File: src/rtl/lattice_sweep_ctrl.sv
// rtl/lattice_sweep_ctrl.sv - one-sweep raster sequencer for the LBM streaming datapath
// Optional LATTICE_PINGPONG_EN adds bank_sel_out for ping-pong BRAM bank selection.
module lattice_sweep_ctrl #(
  parameter int HPIXELS   = 205,
  parameter int VPIXELS   = 154,
  parameter int LATENCY   = 3,
  parameter int HOR_SIZE  = $clog2(HPIXELS),
  parameter int VERT_SIZE = $clog2(VPIXELS),
  parameter int CNT_SIZE  = $clog2(HPIXELS*VPIXELS+1)
) (
  input  logic                 clk_in,
  input  logic                 rst_n_in,
  input  logic                 start_in,
  input  logic                 stall_in,
  input  logic                 abort_in,
  output logic [HOR_SIZE-1:0]  hor_out,
  output logic [VERT_SIZE-1:0] vert_out,
  output logic                 rd_valid_out,
  output logic                 wr_en_out,
  output logic                 busy_out,
  output logic                 done_out,
  output logic [CNT_SIZE-1:0]  cells_done_out
`ifdef LATTICE_PINGPONG_EN
  ,
  output logic                 bank_sel_out
`endif
);

  localparam logic [HOR_SIZE-1:0]  HOR_MAX  = HOR_SIZE'(HPIXELS-1);
  localparam logic [VERT_SIZE-1:0] VERT_MAX = VERT_SIZE'(VPIXELS-1);

  typedef enum logic [1:0] {S_IDLE, S_SWEEP, S_DRAIN, S_DONE} state_t;

  state_t                 state_q, state_d;
  logic [HOR_SIZE-1:0]    hor_d;
  logic [VERT_SIZE-1:0]   vert_d;
  logic                   rd_valid_d;
  logic                   wr_en_d;
  logic                   busy_d;
  logic                   done_d;
  logic [CNT_SIZE-1:0]    cnt_d;
  // pipe_q[i] holds rd_valid_out from i+1 cycles ago; wr_en_out is the final stage
  logic [LATENCY-2:0]     pipe_q, pipe_d;
  logic                   last_cell;

  assign last_cell = (hor_out == HOR_MAX) && (vert_out == VERT_MAX);

  always_comb begin
    state_d    = state_q;
    hor_d      = hor_out;
    vert_d     = vert_out;
    rd_valid_d = 1'b0;
    pipe_d     = '0;
    pipe_d[0]  = rd_valid_out;
    for (int i = 1; i < LATENCY-1; i++) begin
      pipe_d[i] = pipe_q[i-1];
    end
    wr_en_d = pipe_q[LATENCY-2];
    cnt_d   = wr_en_d ? cells_done_out + CNT_SIZE'(1) : cells_done_out;

    case (state_q)
      S_IDLE: begin
        if (start_in) begin
          state_d    = S_SWEEP;
          hor_d      = '0;
          vert_d     = '0;
          rd_valid_d = 1'b1;
          cnt_d      = '0;
        end
      end
      S_SWEEP: begin
        // Coordinates only reach the last cell when it is issued, so leave regardless of stall
        if (last_cell) begin
          state_d = S_DRAIN;
        end else if (!stall_in) begin
          rd_valid_d = 1'b1;
          if (hor_out == HOR_MAX) begin
            hor_d  = '0;
            vert_d = vert_out + VERT_SIZE'(1);
          end else begin
            hor_d = hor_out + HOR_SIZE'(1);
          end
        end
      end
      S_DRAIN: begin
        if (pipe_q == '0) begin
          state_d = S_DONE;
        end
      end
      S_DONE: begin
        state_d = S_IDLE;
      end
      default: begin
        state_d = S_IDLE;
      end
    endcase

    if (abort_in) begin
      state_d    = S_IDLE;
      hor_d      = '0;
      vert_d     = '0;
      rd_valid_d = 1'b0;
      pipe_d     = '0;
      wr_en_d    = 1'b0;
      cnt_d      = cells_done_out;
    end

    busy_d = (state_d == S_SWEEP) || (state_d == S_DRAIN);
    done_d = (state_d == S_DONE);
  end

  always_ff @(posedge clk_in) begin
    if (!rst_n_in) begin
      state_q        <= S_IDLE;
      hor_out        <= '0;
      vert_out       <= '0;
      rd_valid_out   <= 1'b0;
      pipe_q         <= '0;
      wr_en_out      <= 1'b0;
      busy_out       <= 1'b0;
      done_out       <= 1'b0;
      cells_done_out <= '0;
    end else begin
      state_q        <= state_d;
      hor_out        <= hor_d;
      vert_out       <= vert_d;
      rd_valid_out   <= rd_valid_d;
      pipe_q         <= pipe_d;
      wr_en_out      <= wr_en_d;
      busy_out       <= busy_d;
      done_out       <= done_d;
      cells_done_out <= cnt_d;
    end
  end

`ifdef LATTICE_PINGPONG_EN
  // Flip the bank as DONE is entered so the next sweep reads what this one wrote
  always_ff @(posedge clk_in) begin
    if (!rst_n_in) begin
      bank_sel_out <= 1'b0;
    end else if (state_d == S_DONE) begin
      bank_sel_out <= ~bank_sel_out;
    end
  end
`endif

endmodule

File: config.mk
export PLATFORM = sky130hd
export DESIGN_NAME = lattice_sweep_ctrl
export DESIGN_NICKNAME = d
export VERILOG_FILES = /design/src/rtl/lattice_sweep_ctrl.sv
export SDC_FILE = /design/constraint.sdc
export NUM_CORES = 1
export LEC_CHECK = 0
export CAP_MARGIN = 20
export CORE_UTILIZATION = 25
export DETAILED_ROUTE_END_ITERATION = 6
export GPL_ROUTABILITY_DRIVEN = 0
export MAX_ROUTING_LAYER = met4
export SLEW_MARGIN = 15
export SYNTH_ARGS = -nofsm -noshare
export SYNTH_HDL_FRONTEND = slang
export SYNTH_SLANG_ARGS = --single-unit
File: constraint.sdc
create_clock -name clk_in -period 6.7 [get_ports clk_in]
set_clock_uncertainty 0.2 [all_clocks]
set_input_delay 1.34 -clock clk_in [delete_from_list [all_inputs] [get_ports clk_in]]
set_output_delay 1.34 -clock clk_in [all_outputs]
set_load 0.02 [all_outputs]
## After elaboration in Yosys (flattened, before gate mapping)

Index checks and enable logic that the tools add are counted.

- Add/sub/neg operators: 3
- Equality and inequality tests: 12
- Mux-type cells: 21
- Bitwise logic cells: 1
- Reductions and logical operators: 8

Operators with widths:

| operator | number |
|---|---|
| two-way mux 8 bit | 7 |
| two-way mux 15 bit | 3 |
| case mux 8 bit (2 select lines) | 2 |
| adder 8 x 1 -> 8 bit (second input constant) | 2 |
| == test 8 bit (second input constant) | 2 |
| adder 15 x 1 -> 15 bit (second input constant) | 1 |
| == test 2 bit (second input constant) | 4 |
| two-way mux 2 bit | 4 |
| != test 2 bit (second input constant) | 4 |
| case mux 2 bit (4 select lines) | 1 |
| AND reduction 5 bit | 1 |
| == test 2 x 1 -> 1 bit (second input constant) | 2 |
| zero test 2 bit | 2 |
| AND reduction 4 bit | 1 |
| two-way mux 1 bit | 3 |
| case mux 1 bit (2 select lines) | 1 |
| nonzero test 2 bit | 1 |
| OR reduction 2 bit | 1 |
| logical AND 1 bit | 1 |
| logical OR 1 bit | 1 |
| NOT 1 bit | 1 |

- Register bits: 39
- Bits of input ports: 5
- Output and inout port bits: 35
- Logic and storage cells: 54

## Longest topological paths before layout

Gate-level depths: netlist of the first run.

- Word-level depth: 7
- Depth in mapped cells: 9
- Depth with buffers taken out: 9

## Worst setup path before layout of the first run

Ideal clock, no wire load.

- Path type: input -> register
- From: in abort_in
- To: reg cells_done_out[6]
- Library setup time: 138 ps
- Arrival time: 2,290 ps
- Required time: 6,362 ps
- Slack: 4,072 ps
- Stages on the path: 6
- Path buffers: 1
- Cells stage by stage: nor2b_1 and3_1 clkbuf_1 nand4_1 xor2_1 nor2_1

RTL lines:

| item | RTL line | text |
|---|---|---|
| start: declaration | 15 | `input logic abort_in,` |
| end signal: assignment | 132 | `cells_done_out <= cnt_d;` |
| end: declaration | 22 | `output logic [CNT_SIZE-1:0] cells_done_out` |

## Worst setup path in the final report of the first run

- From: in stall_in
- To: reg vert_out[7]

- Cells in the longest elaborated chain, start to end: 2

RTL lines:

| item | RTL line | text |
|---|---|---|
| start: declaration | 14 | `input logic stall_in,` |
| != test 2 bit (no line) | n/a |  |
| AND reduction 5 bit (no line) | n/a |  |
| end signal: assignment | 126 | `vert_out <= vert_d;` |
| end: declaration | 17 | `output logic [VERT_SIZE-1:0] vert_out,` |

No other way between the ends.
A chain may end at the register's enable or synchronous reset.

==> flow_summary_export.csv, run 1 <==
group,metric,value,unit
layout,fin_cells,346,
worst_setup_path,arrival,3070,ps
routing,vias,1605,
sta,tns,0,ps
clocking,clk_pin_slew,80,ps
yosys,synth_cell_types,45,
sta,setup_slack,3650,ps
worst_setup_path,startpoint_type,"input pin",
clocking,numCtsBuffers,5,
clocking,cts-root-buf,"clkbuf_8",
sta,rsz0062_at_grt,"no",
sta,slew_headroom,0.524,
clocking,post_cts_resized,0,
worst_setup_path,crit_type,"in2reg",
worst_setup_path,cp.required,6720,ps
floorplan,die_w,89.5,um
clocking,clock_sinks,39,
layout,diodes,0,
layout,area_delta_synth_final,30.0,%
yosys,ys_warn_count,0,
clocking,cts_max_level,2,
min_path,holdPathEnd,"pipe_q[1]",
yosys,syn-instance-count,205,
place,dp_cells,338,
sta,maxSlewViolCount,0,
worst_setup_path,worst-r2r-cell-count,7,
clocking,clockBufferDepth,2,
layout,nNetsFinal,257,
worst_setup_path,ff2ff_setup_slack,4310,ps
clocking,clkLatencyLatePin,290,ps
pwr,comb_power_share,0.058,
routing,wirelength,4040,um
pwr,p_sw_frac,0.227,
yosys,syn-num-nets,216,
routing,drtIter0Drc,67,
sta,post-route-period-util,0.455,
layout,final_util,0.339,
layout,drive_gt1_frac,0.0891,
run,maxCapViolCount,0,
routing,antenna_left,0,
place,postPlaceCellArea,2390,sq um
sta,setup_viol,0,
yosys,ys_seq_area_frac,0.408,
routing,drc,0,
sta,max_slew.worst_pin.slew,707,ps
floorplan,ios,40,
worst_setup_path,cp_slowest_cell,"clkdlybuf4s50_1",
worst_setup_path,critical-path-max-stage-delay,540,ps
min_path,hold_depth,1,
grt,grt_max_degree,16,
yosys,synth_flop_cell,"dfxtp_1",
min_path,min_from,"pipe_q[0]",
pwr,intPower,337,uW
grt,grt_pass1_vias,1451,
worst_setup_path,critical_path.endpoint_type,"flop",
place,port_buffers,39,
place,dp_hpwl,3010,um
routing,first_pass_iters,4,
min_path,hp-class,"reg2reg",
grt,grt_usage,0.115,
floorplan,start_util,0.261,
pwr,clkPwrFrac,0.403,
yosys,synth_edf_count,0,
routing,viasPerCell,4.64,
yosys,synth.ff_latch_count,39,
pwr,p_leak,0.000858,uW
yosys,syn_avg_cell_area,9.33,sq um
grt,grt_pass1_wl,6780,um
worst_setup_path,reg2reg_from,"vert_out[0]",
worst_setup_path,crit_chain,"clkdlybuf4s50_1, nand2b_1, a21oi_2, nand4_1, or3_1, a21oi_1",
worst_setup_path,rr_endpoint,"busy_out",
floorplan,rows,31,
layout,fin_area,2490,sq um
grt,gr-total-overflow,0,
clocking,cts_tree,"yes",
clocking,ctsHoldBuffers,0,
clocking,post-cts-setup-buffers,0,
floorplan,die_y,89.5,um
routing,wl_per_cell,11.7,um
yosys,syn_area,1910,sq um
pwr,switchingPower,99.1,uW
pwr,seq_power_share,0.538,
grt,grt_antenna_before_repair,0,
sta,fmax,0.328,GHz
place,pre_cts_ws,3360,ps
floorplan,dieArea,8010,sq um
pwr,peakVddDrop,0.0824,mV
worst_setup_path,crit_cells,6,
outcome,status,"finished clean",
sta,period_minus_slack,3050,ps
worst_setup_path,cp_max_fo,8,
worst_setup_path,cp_top_family,"simple AND/OR/NAND/NOR gates",
floorplan,coreArea,7330,sq um
pwr,pwr_density_cell,175,nW/um^2
sta,hold_viol_final,0,
yosys,async_flop_share,0,
worst_setup_path,crit_buf_inv,1,
worst_setup_path,startpoint,"stall_in",
## layout make-up
class | count | area, sq um
repair buffers | 40 | 398
clock buffers | 8 | 100
multi-input cells | 156 | 1070
flip-flops and latches | 39 | 781
fillers | 736 | 4840
inverters | 4 | 15.0
well taps | 99 | 124
## worst reg2reg max path, stage by stage, from the launching register on
cell and delay [ps]:
dfxtp_1 410, ha_1 180, nand4_1 90, or4_4 480
o41a_1 430, nor2_1 110, ha_1 230, and2_1 150
## cell usage after synthesis, drive strengths merged (2+ instances only)
cell	instances	area, sq um
a31oi	3	18.8
a211oi	2	20.0
nand4	8	50.1
nor2	24	97.6
and2b	2	16.3
nand2	11	41.3
nand2b	8	52.6
inv	4	15.0
and4	2	17.5
ha	6	75.1
o31ai	2	20.0
dfxtp	39	781
and3	8	50.1
xnor2	2	17.5
and2	5	31.3
mux2i	5	50.1
xor2	12	105
or3	7	43.8
nor3	5	47.5
buf	5	43.8
nand3	10	50.1
a21oi	11	70.1
o21ai	13	76.3
## metrics by stage
| step | hold WS [ps] | power [uW] |
|---|---|---|
| floorplan | 231 | 257 |
| global placement | 238 | 266 |
| detailed placement | 247 | 266 |
| CTS | 268 | 444 |
| global route | 286 | 456 |
| finish | 260 | 436 |
## power by group through the flow
stage                     registers [uW]  clock network (uW)  logic, uW
after global routing                 235                 193       28.1
after global placement               240                   0       25.4
after detailed placement             240                   0       25.6
after floorplan                      241                   0       15.7
final                                235                 176       25.5
after CTS                            235                 183       25.7
## how the worst max path moves through the flow
stage | slack (ps) | endpoint
floorplan | 4070 | cells_done_out[6]
global placement | 3400 | vert_out[4]
detailed placement | 3360 | vert_out[5]
CTS | 3670 | vert_out[7]
global route | 3530 | vert_out[6]
finish | 3650 | vert_out[7]
## flip-flops by register name, indices dropped and copies added, names as in the netlist
| signal | cells |
|---|---|
| vert_out | 8 |
| rd_valid_out | 1 |
| cells_done_out | 15 |
| hor_out | 8 |
| done_out | 1 |
| wr_en_out | 1 |
| state_q | 2 |
| busy_out | 1 |
| pipe_q | 2 |
## routing by layer
| layer | share of wire | global-route usage | up-vias |
|---|---|---|---|
| met5 | 0 | - | - |
| met4 | 0.016 | 0.0476 | 0 |
| met3 | 0.047 | 0.0277 | 7 |
| met2 | 0.43 | 0.177 | 43 |
| met1 | 0.51 | 0.143 | 744 |
| li1 | - | - | 811 |
## logic make-up after synthesis
group,count (synthesis),synth area share
compound gates,38,0.146
xor+xnor,14,0.0641
fa+ha+maj,6,0.0392
buf+inv,10,0.0327
flops,39,0.408
mux,5,0.0262
simple gates,93,0.284
## layout by cell type, fill, tap and decap left out, types with 8 or more instances in the layout
master / count
clkdlybuf4s50_1: 39
nand2_1: 11
xor2_1: 12
a21oi_1: 9
nand3_1: 10
dfxtp_1: 39
and3_1: 8
nor2_1: 23
nand4_1: 8
Note: power is estimated with default switching activity, not from simulation.
==> run 2: changes to the inputs <==
- clock period: 6.7 -> 2.6 ns (I/O delays scaled with it)
==> flow_summary_export.csv, run 2 (synthesis gave the netlist of run 1 again) <==
group,metric,value,unit
clocking,clock_sinks,39,
worst_setup_path,ff2ff_setup_slack,240,ps
grt,grt_pass1_wl,7110,um
pwr,p_sw_frac,0.231,
pwr,comb_power_share,0.066,
worst_setup_path,critical_path.endpoint_type,"flop",
routing,drtIter0Drc,30,
sta,setup_viol,0,
sta,fmax,0.423,GHz
worst_setup_path,startpoint_type,"flop",
worst_setup_path,cp_max_fo,5,
pwr,peakVddDrop,0.223,mV
layout,seqCellArea,781,sq um
routing,drc,0,
pwr,seq_power_share,0.554,
floorplan,coreArea,7330,sq um
place,dp_hpwl,3240,um
pwr,switchingPower,253,uW
routing,first_pass_iters,4,
layout,drive_gt1_frac,0.122,
routing,wirelength,4280,um
layout,area_delta_synth_final,32.9,%
sta,slew_headroom,0.645,
clocking,cts_max_level,2,
sta,period_minus_slack,2360,ps
layout,n_fill_cell,741,
floorplan,start_util,0.261,
clocking,post_cts_resized,0,
routing,antenna_left,0,
clocking,clk_pin_slew,80,ps
sta,post-route-period-util,0.909,
sta,hold_viol_final,0,
floorplan,dieArea,8010,sq um
place,port_buffers,39,
floorplan,rows,31,
layout,multi_input_area,1070,sq um
pwr,p_leak,0.000898,uW
min_path,hp-class,"reg2reg",
sta,maxSlewViolCount,0,
clocking,clockBufferDepth,2,
grt,grt_max_degree,16,
floorplan,die_y,89.5,um
worst_setup_path,crit_type,"reg2reg",
worst_setup_path,cp.required,2590,ps
sta,tns,0,ps
sta,holdWs,270,ps
grt,grt_pass1_vias,1538,
grt,grt_usage,0.119,
pwr,intPower,840,uW
layout,nNetsFinal,266,
layout,largest_reg_flops,15,
clocking,post-cts-setup-buffers,0,
routing,wl_per_cell,12.1,um
worst_setup_path,arrival,2350,ps
grt,grt_antenna_before_repair,0,
pwr,pwr_density_cell,430,nW/um^2
place,pre_cts_ws,223,ps
clocking,numCtsBuffers,5,
floorplan,ios,40,
clocking,cts_tree,"yes",
clocking,cts-root-buf,"clkbuf_8",
pwr,finalPower,1090,uW
sta,max_slew.worst_pin.slew,530,ps
routing,viasPerCell,4.64,
run,maxCapViolCount,0,
layout,regMostFlops,"cells_done_out",
clocking,ctsHoldBuffers,0,
clocking,clkLatencyLatePin,290,ps
layout,final_util,0.347,
routing,vias,1643,
sta,rsz0062_at_grt,"no",
floorplan,die_w,89.5,um
pwr,clkPwrFrac,0.380,
layout,final_cell_mix,"dfxtp_1 (39), clkdlybuf4s50_1 (39), nor2_1 (23), xor2_1 (12), nand2_1 (11)",
layout,diodes,0,
outcome,status,"finished clean",
layout,largestRegisters,"cells_done_out x15, hor_out x8, vert_out x8",
sta,setup_slack,238,ps
grt,gr-total-overflow,0,
[run 2: cell count changes in the layout (fill, tap and decap cells not counted)]
cell,previous run,this run
buf_4,1,10
clkbuf_1,1,0
clkbuf_8,7,6
clkinv_2,0,1
[run 2: final cells by class]
cell class	count	share of cell area
clock buffer	6	0.0325
clock inverter	1	0.00197
inverter	4	0.00591
multi-input combinational	156	0.421
sequential	39	0.307
tap	99	0.0487
timing repair buffer	49	0.183
[run 2: worst max-delay path: stages (launching register included)]
cell	delay, ps
dfxtp_1	420
ha_1	170
nand4_1	90
or4_4	480
o41a_1	420
nor2_1	110
ha_1	230
and2_1	150
[run 2: worst paths after layout]
check / start / endpoint / cells past startpoint
worst min register to register: rd_valid_out / pipe_q[0] / 1
worst min-delay path: rd_valid_out / pipe_q[0] / 1
worst max-delay path: vert_out[0] / busy_out / 7
worst max register to register: vert_out[0] / busy_out / 7
[run 2: stage by stage]
stage	cells	area (sq um)
after floorplan	205	1910
after global placement	347	2450
after detailed placement	347	2450
after CTS	354	2540
after global routing	354	2540
final	354	2540
[run 2: per-layer routing]
layer | share of wire | track usage
met1 | 0.50 | 0.147
met3 | 0.040 | 0.0286
met2 | 0.45 | 0.194
met5 | 0 | -
met4 | 0.0098 | 0.0346
[run 2: power groups by stage]
stage               clock (uW)  combinational (uW)  sequential [uW]
finish                     416                72.1              605
global placement             0                73.1              620
floorplan                    0                40.4              622
CTS                        432                73.1              606
global route               458                79.6              606
detailed placement           0                73.0              620
==> run 3: changes to the inputs <==
- PLACE_DENSITY: default -> 0.46
==> flow_summary_export.csv, run 3 (synthesis gave the netlist of run 1 again) <==
group,metric,value,unit
sta,maxSlewViolCount,0,
grt,grt_max_degree,16,
sta,slew_headroom,0.662,
routing,first_pass_iters,4,
sta,post-route-period-util,0.914,
grt,grt_pass1_vias,1483,
layout,final_cell_mix,"dfxtp_1 (39), clkdlybuf4s50_1 (39), nor2_1 (23), xor2_1 (12), nand2_1 (11)",
clocking,clkLatencyLatePin,300,ps
worst_setup_path,startpoint_type,"flop",
routing,drc,0,
clocking,clockBufferDepth,2,
layout,area_delta_synth_final,34.4,%
layout,fin_area,2570,sq um
clocking,clock_sinks,39,
clocking,post-cts-setup-buffers,0,
clocking,cts_max_level,2,
layout,regMostFlops,"cells_done_out",
grt,busiest_layer,"met2",
place,pre_cts_ws,168,ps
sta,max_slew.worst_pin.slew,504,ps
grt,met3_usage,0.0360,
min_path,hp-class,"reg2reg",
floorplan,die_y,89.5,um
clocking,cts_tree,"yes",
worst_setup_path,critical_path.endpoint_type,"flop",
grt,grt_util_met1,0.164,
place,postPlaceCellArea,2450,sq um
floorplan,start_util,0.261,
grt,grt_usage,0.123,
pwr,peakVddDrop,0.171,mV
worst_setup_path,arrival,2370,ps
routing,wirelength,4390,um
clocking,numCtsBuffers,5,
floorplan,coreArea,7330,sq um
pwr,pwr_density_cell,471,nW/um^2
grt,met2_usage,0.176,
outcome,status,"finished clean",
place,port_buffers,39,
routing,drtIter0Drc,39,
sta,fmax,0.421,GHz
worst_setup_path,cp.required,2590,ps
sta,rsz0062_at_grt,"no",
layout,largestRegisters,"cells_done_out x15, hor_out x8, vert_out x8",
layout,diodes,0,
place,dp_hpwl,3250,um
routing,wl_per_cell,12.4,um
routing,vias,1656,
layout,largest_reg_flops,15,
layout,drive_gt1_frac,0.125,
worst_setup_path,crit_type,"reg2reg",
clocking,cts-root-buf,"clkbuf_8",
clocking,clk_pin_slew,90,ps
clocking,post_cts_resized,0,
floorplan,rows,31,
clocking,ctsHoldBuffers,0,
sta,setup_slack,224,ps
worst_setup_path,cp_max_fo,4,
sta,setup_viol,0,
pwr,p_leak,0.000911,uW
run,maxCapViolCount,0,
sta,tns,0,ps
grt,gr-total-overflow,0,
routing,antenna_left,0,
layout,final_util,0.351,
sta,hold_viol_final,0,
floorplan,ios,40,
sta,period_minus_slack,2380,ps
floorplan,dieArea,8010,sq um
routing,viasPerCell,4.66,
grt,grt_pass1_wl,7250,um
layout,n_fill_cell,750,
grt,grt_antenna_before_repair,0,
layout,nNetsFinal,266,
floorplan,die_w,89.5,um
## run 3: changes by cell type in the layout (fill, tap and decap cells not counted)
| cell | previous run | this run |
|---|---|---|
| bufinv_16 | 0 | 1 |
| clkbuf_8 | 6 | 5 |
| clkinv_2 | 1 | 0 |
| clkinv_4 | 0 | 1 |
| inv_6 | 0 | 1 |
## run 3: layout make-up
cell class / instances / area [sq um] / share of cell area
Tap cell: 99 / 124 / 0.0482
Timing Repair Buffer: 49 / 465 / 0.181
Inverter: 4 / 15.0 / 0.00584
Clock buffer: 5 / 68.8 / 0.0268
Clock inverter: 3 / 47.5 / 0.0185
Multi-Input combinational cell: 156 / 1070 / 0.416
Sequential cell: 39 / 781 / 0.304
## run 3: path summary, 6_finish.rpt
| check | from | endpoint | slack, ps | depth (start not counted) |
|---|---|---|---|---|
| hold reg to reg | pipe_q[0] | pipe_q[1] | 250 | 1 |
| setup reg to reg | vert_out[1] | busy_out | 220 | 8 |
| hold / removal | pipe_q[0] | pipe_q[1] | 250 | 1 |
| setup / recovery | vert_out[1] | busy_out | 220 | 8 |
## run 3: metal layers
layer	share of wire	wire, um
met1	0.51	2260
met2	0.42	1840
met3	0.050	221
met4	0.016	70
met5	0	0
## run 3: metrics by stage
| step | hold WS [ps] | std cells | power, uW |
|---|---|---|---|
| floorplan | 231 | 205 | 663 |
| global placement | 240 | 347 | 693 |
| detailed placement | 246 | 347 | 693 |
| CTS | 257 | 355 | 1230 |
| global route | 278 | 355 | 1270 |
| finish | 253 | 355 | 1210 |
## run 3: worst max-delay path, stage by stage, from the launching register on
cell and delay, ps:
dfxtp_1 340, inv_1 80, ha_1 140, nand4_1 100, or4_4 490, o41a_1 440
nor2_1 110, ha_1 220, and2_1 150
## run 3: report_power, final
part           internal, uW  switching [uW]  total, uW  leakage, uW
combinational          30.4            41.9       72.3     0.000538
sequential              601            4.54        605     0.000315
clock                   291             242        533    0.0000587
